<file path="config.mk">
export PLATFORM = sky130hd
export DESIGN_NAME = pipe_ctrl
export DESIGN_NICKNAME = d
export VERILOG_FILES = /design/src/rtl/pipe_ctrl_pkg.sv /design/src/rtl/pipe_ctrl_hazard_det.sv /design/src/rtl/pipe_ctrl.sv
export SDC_FILE = /design/constraint.sdc
export NUM_CORES = 1
export LEC_CHECK = 0
export CAP_MARGIN = 20
export CORE_MARGIN = 2
export CORE_UTILIZATION = 39
export DETAILED_ROUTE_END_ITERATION = 16
export GPL_TIMING_DRIVEN = 0
export PLACE_DENSITY = 0.89
export SKIP_CTS_REPAIR_TIMING = 1
export SLEW_MARGIN = 25
export SYNTH_ARGS = -nofsm -noshare
export SYNTH_HDL_FRONTEND = slang
export SYNTH_HIERARCHICAL = 1
export SYNTH_SLANG_ARGS = --single-unit
</file>
<file path="constraint.sdc">
create_clock -name clk -period 2.5 [get_ports clk]
set_input_delay 0.5 -clock clk [delete_from_list [all_inputs] [get_ports clk]]
set_output_delay 0.5 -clock clk [all_outputs]
set_load 0.005 [all_outputs]
</file>
<file path="src/rtl/pipe_ctrl_pkg.sv">
// pipe_ctrl_pkg: shared widths, redirect encodings and controller state type.
`default_nettype none

package pipe_ctrl_pkg;

  localparam int REG_IDX_WIDTH       = 5;
  localparam int PIPE_CTRL_CNT_WIDTH = 4;

  localparam logic [1:0] REDIR_NONE   = 2'd0;
  localparam logic [1:0] REDIR_BRANCH = 2'd1;
  localparam logic [1:0] REDIR_TRAP   = 2'd2;
  localparam logic [1:0] REDIR_MRET   = 2'd3;

  typedef enum logic [1:0] {
    PIPE_CTRL_ST_RUN      = 2'd0,
    PIPE_CTRL_ST_MDU_WAIT = 2'd1,
    PIPE_CTRL_ST_FLUSH    = 2'd2
  } pipe_state_e;

  // x0 is hard-wired zero, so it can never carry a real dependency.
  function automatic logic src_match(input logic                     ren,
                                     input logic [REG_IDX_WIDTH-1:0] src_idx,
                                     input logic                     rd_en,
                                     input logic [REG_IDX_WIDTH-1:0] rd_idx);
    return ren && rd_en && (rd_idx == src_idx) && (src_idx != '0);
  endfunction

endpackage

`default_nettype wire

</file>
<file path="src/rtl/pipe_ctrl_hazard_det.sv">
// pipe_ctrl_hazard_det: ID-vs-EX RAW compare; PIPE_CTRL_FULL_BYPASS_EN limits hits to loads.
`default_nettype none

module pipe_ctrl_hazard_det
  import pipe_ctrl_pkg::*;
(
  input  logic                     id_rs1_ren,
  input  logic [REG_IDX_WIDTH-1:0] id_rs1_idx,
  input  logic                     id_rs2_ren,
  input  logic [REG_IDX_WIDTH-1:0] id_rs2_idx,
  input  logic                     id_ex_rd_en,
  input  logic [REG_IDX_WIDTH-1:0] id_ex_rd_idx,
  input  logic                     id_ex_is_load,
  output logic                     raw_hit
);

  logic any_match;

  assign any_match = src_match(id_rs1_ren, id_rs1_idx, id_ex_rd_en, id_ex_rd_idx) ||
                     src_match(id_rs2_ren, id_rs2_idx, id_ex_rd_en, id_ex_rd_idx);

`ifdef PIPE_CTRL_FULL_BYPASS_EN
  // EX results are forwarded, only a load's data arrives too late.
  assign raw_hit = any_match && id_ex_is_load;
`else
  logic unused_is_load;
  assign unused_is_load = id_ex_is_load;
  assign raw_hit        = any_match;
`endif

endmodule

`default_nettype wire

</file>
<file path="src/rtl/pipe_ctrl.sv">
// pipe_ctrl: stall/flush/redirect controller for the 5-stage core.
// Optional build macro: PIPE_CTRL_FULL_BYPASS_EN (forwarding present, only load-use stalls).
`default_nettype none

module pipe_ctrl
  import pipe_ctrl_pkg::*;
#(
  parameter int TRAP_FLUSH_CYCLES = 2
) (
  input  logic                     clk,
  input  logic                     rst,
  input  logic [REG_IDX_WIDTH-1:0] id_rs1_idx,
  input  logic [REG_IDX_WIDTH-1:0] id_rs2_idx,
  input  logic                     id_rs1_ren,
  input  logic                     id_rs2_ren,
  input  logic [REG_IDX_WIDTH-1:0] id_ex_rd_idx,
  input  logic                     id_ex_rd_en,
  input  logic                     id_ex_is_load,
  input  logic                     ex_mispredict,
  input  logic                     ex_excp,
  input  logic                     ex_mret,
  input  logic                     ex_mdu_req,
  input  logic                     mdu_done,
  input  logic                     mem_busy,
  output logic                     if_stall,
  output logic                     if_id_stall,
  output logic                     id_ex_stall,
  output logic                     if_id_flush,
  output logic                     id_ex_flush,
  output logic                     ex_mem_bubble,
  output logic                     redirect_valid,
  output logic [1:0]               redirect_sel,
  output logic                     trap_commit,
  output logic                     mret_commit
);

  localparam logic [PIPE_CTRL_CNT_WIDTH-1:0] FLUSH_LOAD =
    PIPE_CTRL_CNT_WIDTH'(TRAP_FLUSH_CYCLES - 1);

  pipe_state_e                    state_q, state_d;
  logic [PIPE_CTRL_CNT_WIDTH-1:0] flush_cnt_q, flush_cnt_d;
  logic                           raw_hit;

  pipe_ctrl_hazard_det u_hazard_det (
    .id_rs1_ren    (id_rs1_ren),
    .id_rs1_idx    (id_rs1_idx),
    .id_rs2_ren    (id_rs2_ren),
    .id_rs2_idx    (id_rs2_idx),
    .id_ex_rd_en   (id_ex_rd_en),
    .id_ex_rd_idx  (id_ex_rd_idx),
    .id_ex_is_load (id_ex_is_load),
    .raw_hit       (raw_hit)
  );

  always_ff @(posedge clk) begin
    if (rst) begin
      state_q     <= PIPE_CTRL_ST_RUN;
      flush_cnt_q <= '0;
    end else begin
      state_q     <= state_d;
      flush_cnt_q <= flush_cnt_d;
    end
  end

  always_comb begin
    state_d        = state_q;
    flush_cnt_d    = flush_cnt_q;
    if_stall       = 1'b0;
    if_id_stall    = 1'b0;
    id_ex_stall    = 1'b0;
    if_id_flush    = 1'b0;
    id_ex_flush    = 1'b0;
    ex_mem_bubble  = 1'b0;
    redirect_valid = 1'b0;
    redirect_sel   = REDIR_NONE;
    trap_commit    = 1'b0;
    mret_commit    = 1'b0;

    if (rst) begin
      if_id_flush = 1'b1;
      id_ex_flush = 1'b1;
    end else begin
      unique case (state_q)
        PIPE_CTRL_ST_RUN: begin
          if (mem_busy) begin
            // EX keeps its result; it is re-presented once MEM accepts.
            if_stall    = 1'b1;
            if_id_stall = 1'b1;
            id_ex_stall = 1'b1;
          end else if (ex_excp || ex_mret) begin
            redirect_valid = 1'b1;
            redirect_sel   = ex_excp ? REDIR_TRAP : REDIR_MRET;
            trap_commit    = ex_excp;
            mret_commit    = !ex_excp;
            if_id_flush    = 1'b1;
            id_ex_flush    = 1'b1;
            if (FLUSH_LOAD != '0) begin
              state_d     = PIPE_CTRL_ST_FLUSH;
              flush_cnt_d = FLUSH_LOAD;
            end
          end else if (ex_mispredict) begin
            redirect_valid = 1'b1;
            redirect_sel   = REDIR_BRANCH;
            if_id_flush    = 1'b1;
            id_ex_flush    = 1'b1;
          end else if (ex_mdu_req && !mdu_done) begin
            if_stall      = 1'b1;
            if_id_stall   = 1'b1;
            id_ex_stall   = 1'b1;
            ex_mem_bubble = 1'b1;
            state_d       = PIPE_CTRL_ST_MDU_WAIT;
          end else if (raw_hit) begin
            if_stall    = 1'b1;
            if_id_stall = 1'b1;
            id_ex_flush = 1'b1;
          end
        end

        PIPE_CTRL_ST_MDU_WAIT: begin
          if (mem_busy) begin
            if_stall    = 1'b1;
            if_id_stall = 1'b1;
            id_ex_stall = 1'b1;
          end else if (mdu_done) begin
            state_d = PIPE_CTRL_ST_RUN;
          end else begin
            if_stall      = 1'b1;
            if_id_stall   = 1'b1;
            id_ex_stall   = 1'b1;
            ex_mem_bubble = 1'b1;
          end
        end

        PIPE_CTRL_ST_FLUSH: begin
          if_id_flush = 1'b1;
          id_ex_flush = 1'b1;
          if (flush_cnt_q <= PIPE_CTRL_CNT_WIDTH'(1)) begin
            flush_cnt_d = '0;
            state_d     = PIPE_CTRL_ST_RUN;
          end else begin
            flush_cnt_d = flush_cnt_q - PIPE_CTRL_CNT_WIDTH'(1);
          end
        end

        default: begin
          state_d     = PIPE_CTRL_ST_RUN;
          flush_cnt_d = '0;
        end
      endcase
    end
  end

endmodule

`default_nettype wire

</file>
==> impl_results.md <==
- Top Metal Used: met4
- Status: finished with violations
- Met2 wire length: 1160 um
- Worst min-delay path class: reg -> reg
- RePlAce Congestion: 0.824
- FF+latch count, synth: 6
- Mapped Nets: 110
- Power Dens Cells: 311 mW/mm^2
- Peak VDD IR: 0.280 mV
- Top cells by area, synth: dfxtp_1 19%, xnor2_1 12%, a21oi_1 5.5%
- CP startpoint kind: input port
- Final WL: 2080 um
- Routed wl met3: 107 um
- Async SR Flop Fraction: 0%
- Wl on met1: 810 um
- Violated checks: setup timing
- Worst path slowest cell: a211o_1
- CP Cell Sequence: dlymetal6s2s_1 > xnor2_1 > o2111ai_2 > o22ai_2 > inv_1 > a211o_1 > a31oi_4 > buf_6 > clkbuf_2
- Clock latency on the worst-skew pair: 0.25 ns
- Count of warnings emitted by yosys: 6
- Post-route ant nets: 0
- Clock Path Buffers: 2
- Leak: 0.624 nW
- Setup Skew: 0.00492 ns
- Clock Pin Slew Worst Setup and Hold Paths: 0.04 ns
- Final number of setup-violating endpoints: 1
- CP endpoint kind: output pin
- Die area: 0.00196 mm^2
- Largest net degree at the start of global routing: 11
- Starting DRT DRC Count: 6
- Synthesized area: 632 um^2
- Share of cells above drive strength 1: 26.2%
- WP data arrival: 2.03 ns
- Width of the die: 44.3 um
- Port bufs: 35
- Clock sink count: 6
- Max_cap viols: 0
- Drt wl/cell: 15.1 um
- Drc violations: 0
- Top FF cell, synth: dfxtp_1
- Area added between synthesis and finish: 75.8%
- Period minus WS final: 2.53 ns
- Final Max Slew Viols: 0
- Fin crit share: 101%
- Fmax: 0.395 GHz
- CTS tree: built
- Post-synth EDFFs: 0
- Slew @ Worst Pin: 0.338 ns
- Worst Path Max Fanout: 3
- Die Height: 44.3 um
- Most frequent cells after synthesis: 9 x xnor2_1, 8 x inv_1, 7 x a21oi_1, 7 x nor2_1, 6 x dfxtp_1
- Final core utilization: 73.8%
- Final Hold Violating Endpoints: 0
- Post-route setup TNS: -0.0339 ns
- Synth cell types: 33
- Vias in the first global route: 748
- DRT Pass-1 Iters: 4
- Slew headroom: 77.3%
- Total power: 0.000345 W
- Placeable Area: 0.00151 mm^2
- N_diodes: 0
- Total grt overflow: 0
- Vias after detailed routing: 786
- Crit path kind: in -> out
- CTS Buf Count: 3
- Final WS setup: -0.0339 ns
- I/O pins: 38
- Cell with the most instances after synthesis: xnor2_1
- # rows: 14
- Worst endpoint required time: 2.00 ns
- RSZ-0062 raised after global routing: yes
- Max incr delay on CP: 0.33 ns
- All-Layer GR Usage: 22.1%
- H-tree Lvls: 1
- Yosys top cell area share: 19.0%
- Synth Instances: 81
- Root Driver: clkbuf_4
- Initial Utilization: 41.9%
- Post-synthesis sequential area ratio: 19.0%
- Fin nets: 153
- Avg Vias per Cell: 5.70
- Antenna violations before repair: 0
- Area leader, netlist: dfxtp_1
- Syn_area_per_cell: 7.80 um^2
- Post-DP HPWL: 1550 um
- Global-route wire length before repair: 3240 um
==> flip-flops by register name (all words and copies together), names as in the netlist <==
register	cells
flush_cnt_q	4
state_q	2
==> cell families (layout without fill, tap and decap cells) <==
kind of cell | count (synthesis) | after routing | share of synthesized area [%]
AOI/OAI and AO/OA | 25 | 25 | 28.3
xor gates and xnor gates | 9 | 9 | 12.5
buffers and inverters | 12 | 53 | 9.31
and+or+nand+nor | 27 | 27 | 26.9
adders and majority gates | 2 | 2 | 3.96
DFF | 6 | 6 | 19.0
==> area by class of cell <==
cell class / instances / area [um^2]
inverters: 8 / 30.0
fillers: 113 / 395
plain buffers: 4 / 32.5
flip-flops and latches: 6 / 120
multi-input cells: 63 / 505
clock buffers: 3 / 22.5
repair buffers: 38 / 380
well taps: 16 / 20.0
==> worst max-delay path: cells and delay by family <==
family                 cells  cell delay, ns
AO/OA/AOI/OAI              4            0.89
XOR/XNOR                   1            0.22
buffers and inverters      4            0.43
==> path summary, 6_finish.rpt <==
path                                             startpoint                           to  slack [ns]  depth (start not counted)
worst min-delay path            flush_cnt_q[1]$_SDFFE_PP0P_  flush_cnt_q[1]$_SDFFE_PP0P_        0.48                          1
worst max-delay path                        id_ex_rd_idx[1]                     if_stall       -0.03                          9
worst min register to register  flush_cnt_q[1]$_SDFFE_PP0P_  flush_cnt_q[1]$_SDFFE_PP0P_        0.48                          1
worst max register to register  flush_cnt_q[0]$_SDFFE_PP0P_      state_q[1]$_SDFFE_PP0P_        1.07                          5
==> power breakdown <==
group | leakage (nW) | internal (W) | switching, W
Combinational | 0.561 | 0.0000799 | 0.0000643
Sequential | 0.0489 | 0.000101 | 0.00000688
Clock | 0.0138 | 0.0000546 | 0.0000388
==> cells in the final DEF, fill, tap and decap left out, types with 2 or more instances in the layout <==
cell	netlist	final
o21bai_1	2	2
nand4_1	2	2
clkbuf_2	0	6
nor3_1	5	5
clkbuf_4	0	3
dfxtp_1	6	6
ha_1	2	2
clkdlybuf4s50_1	0	6
xnor2_1	9	9
buf_6	1	2
nand2b_1	2	2
nor2_1	7	7
buf_2	2	4
o2bb2ai_1	2	2
o31ai_1	2	2
dlymetal6s2s_1	0	20
a21oi_1	7	7
o2111ai_2	0	2
a211o_1	2	2
buf_4	1	4
inv_1	8	7
==> metrics by stage <==
stage,instances,worst slack (ns),hold slack (ns),instance area [um^2]
finish,138,-0.0339,0.480,1110
global route,138,-0.0572,0.520,1110
floorplan,81,0.418,0.455,632
global placement,132,-0.707,0.471,1000
detailed placement,132,-0.782,0.472,1000
CTS,135,-0.785,0.482,1020
==> metal layers <==
metal / up-vias / global-route usage, %
li1: 383 / -
met1: 374 / 24.3
met2: 27 / 42.9
met3: 2 / 3.67
met4: 0 / 5.45
met5: - / 0
(Power assumes the default switching activity.)
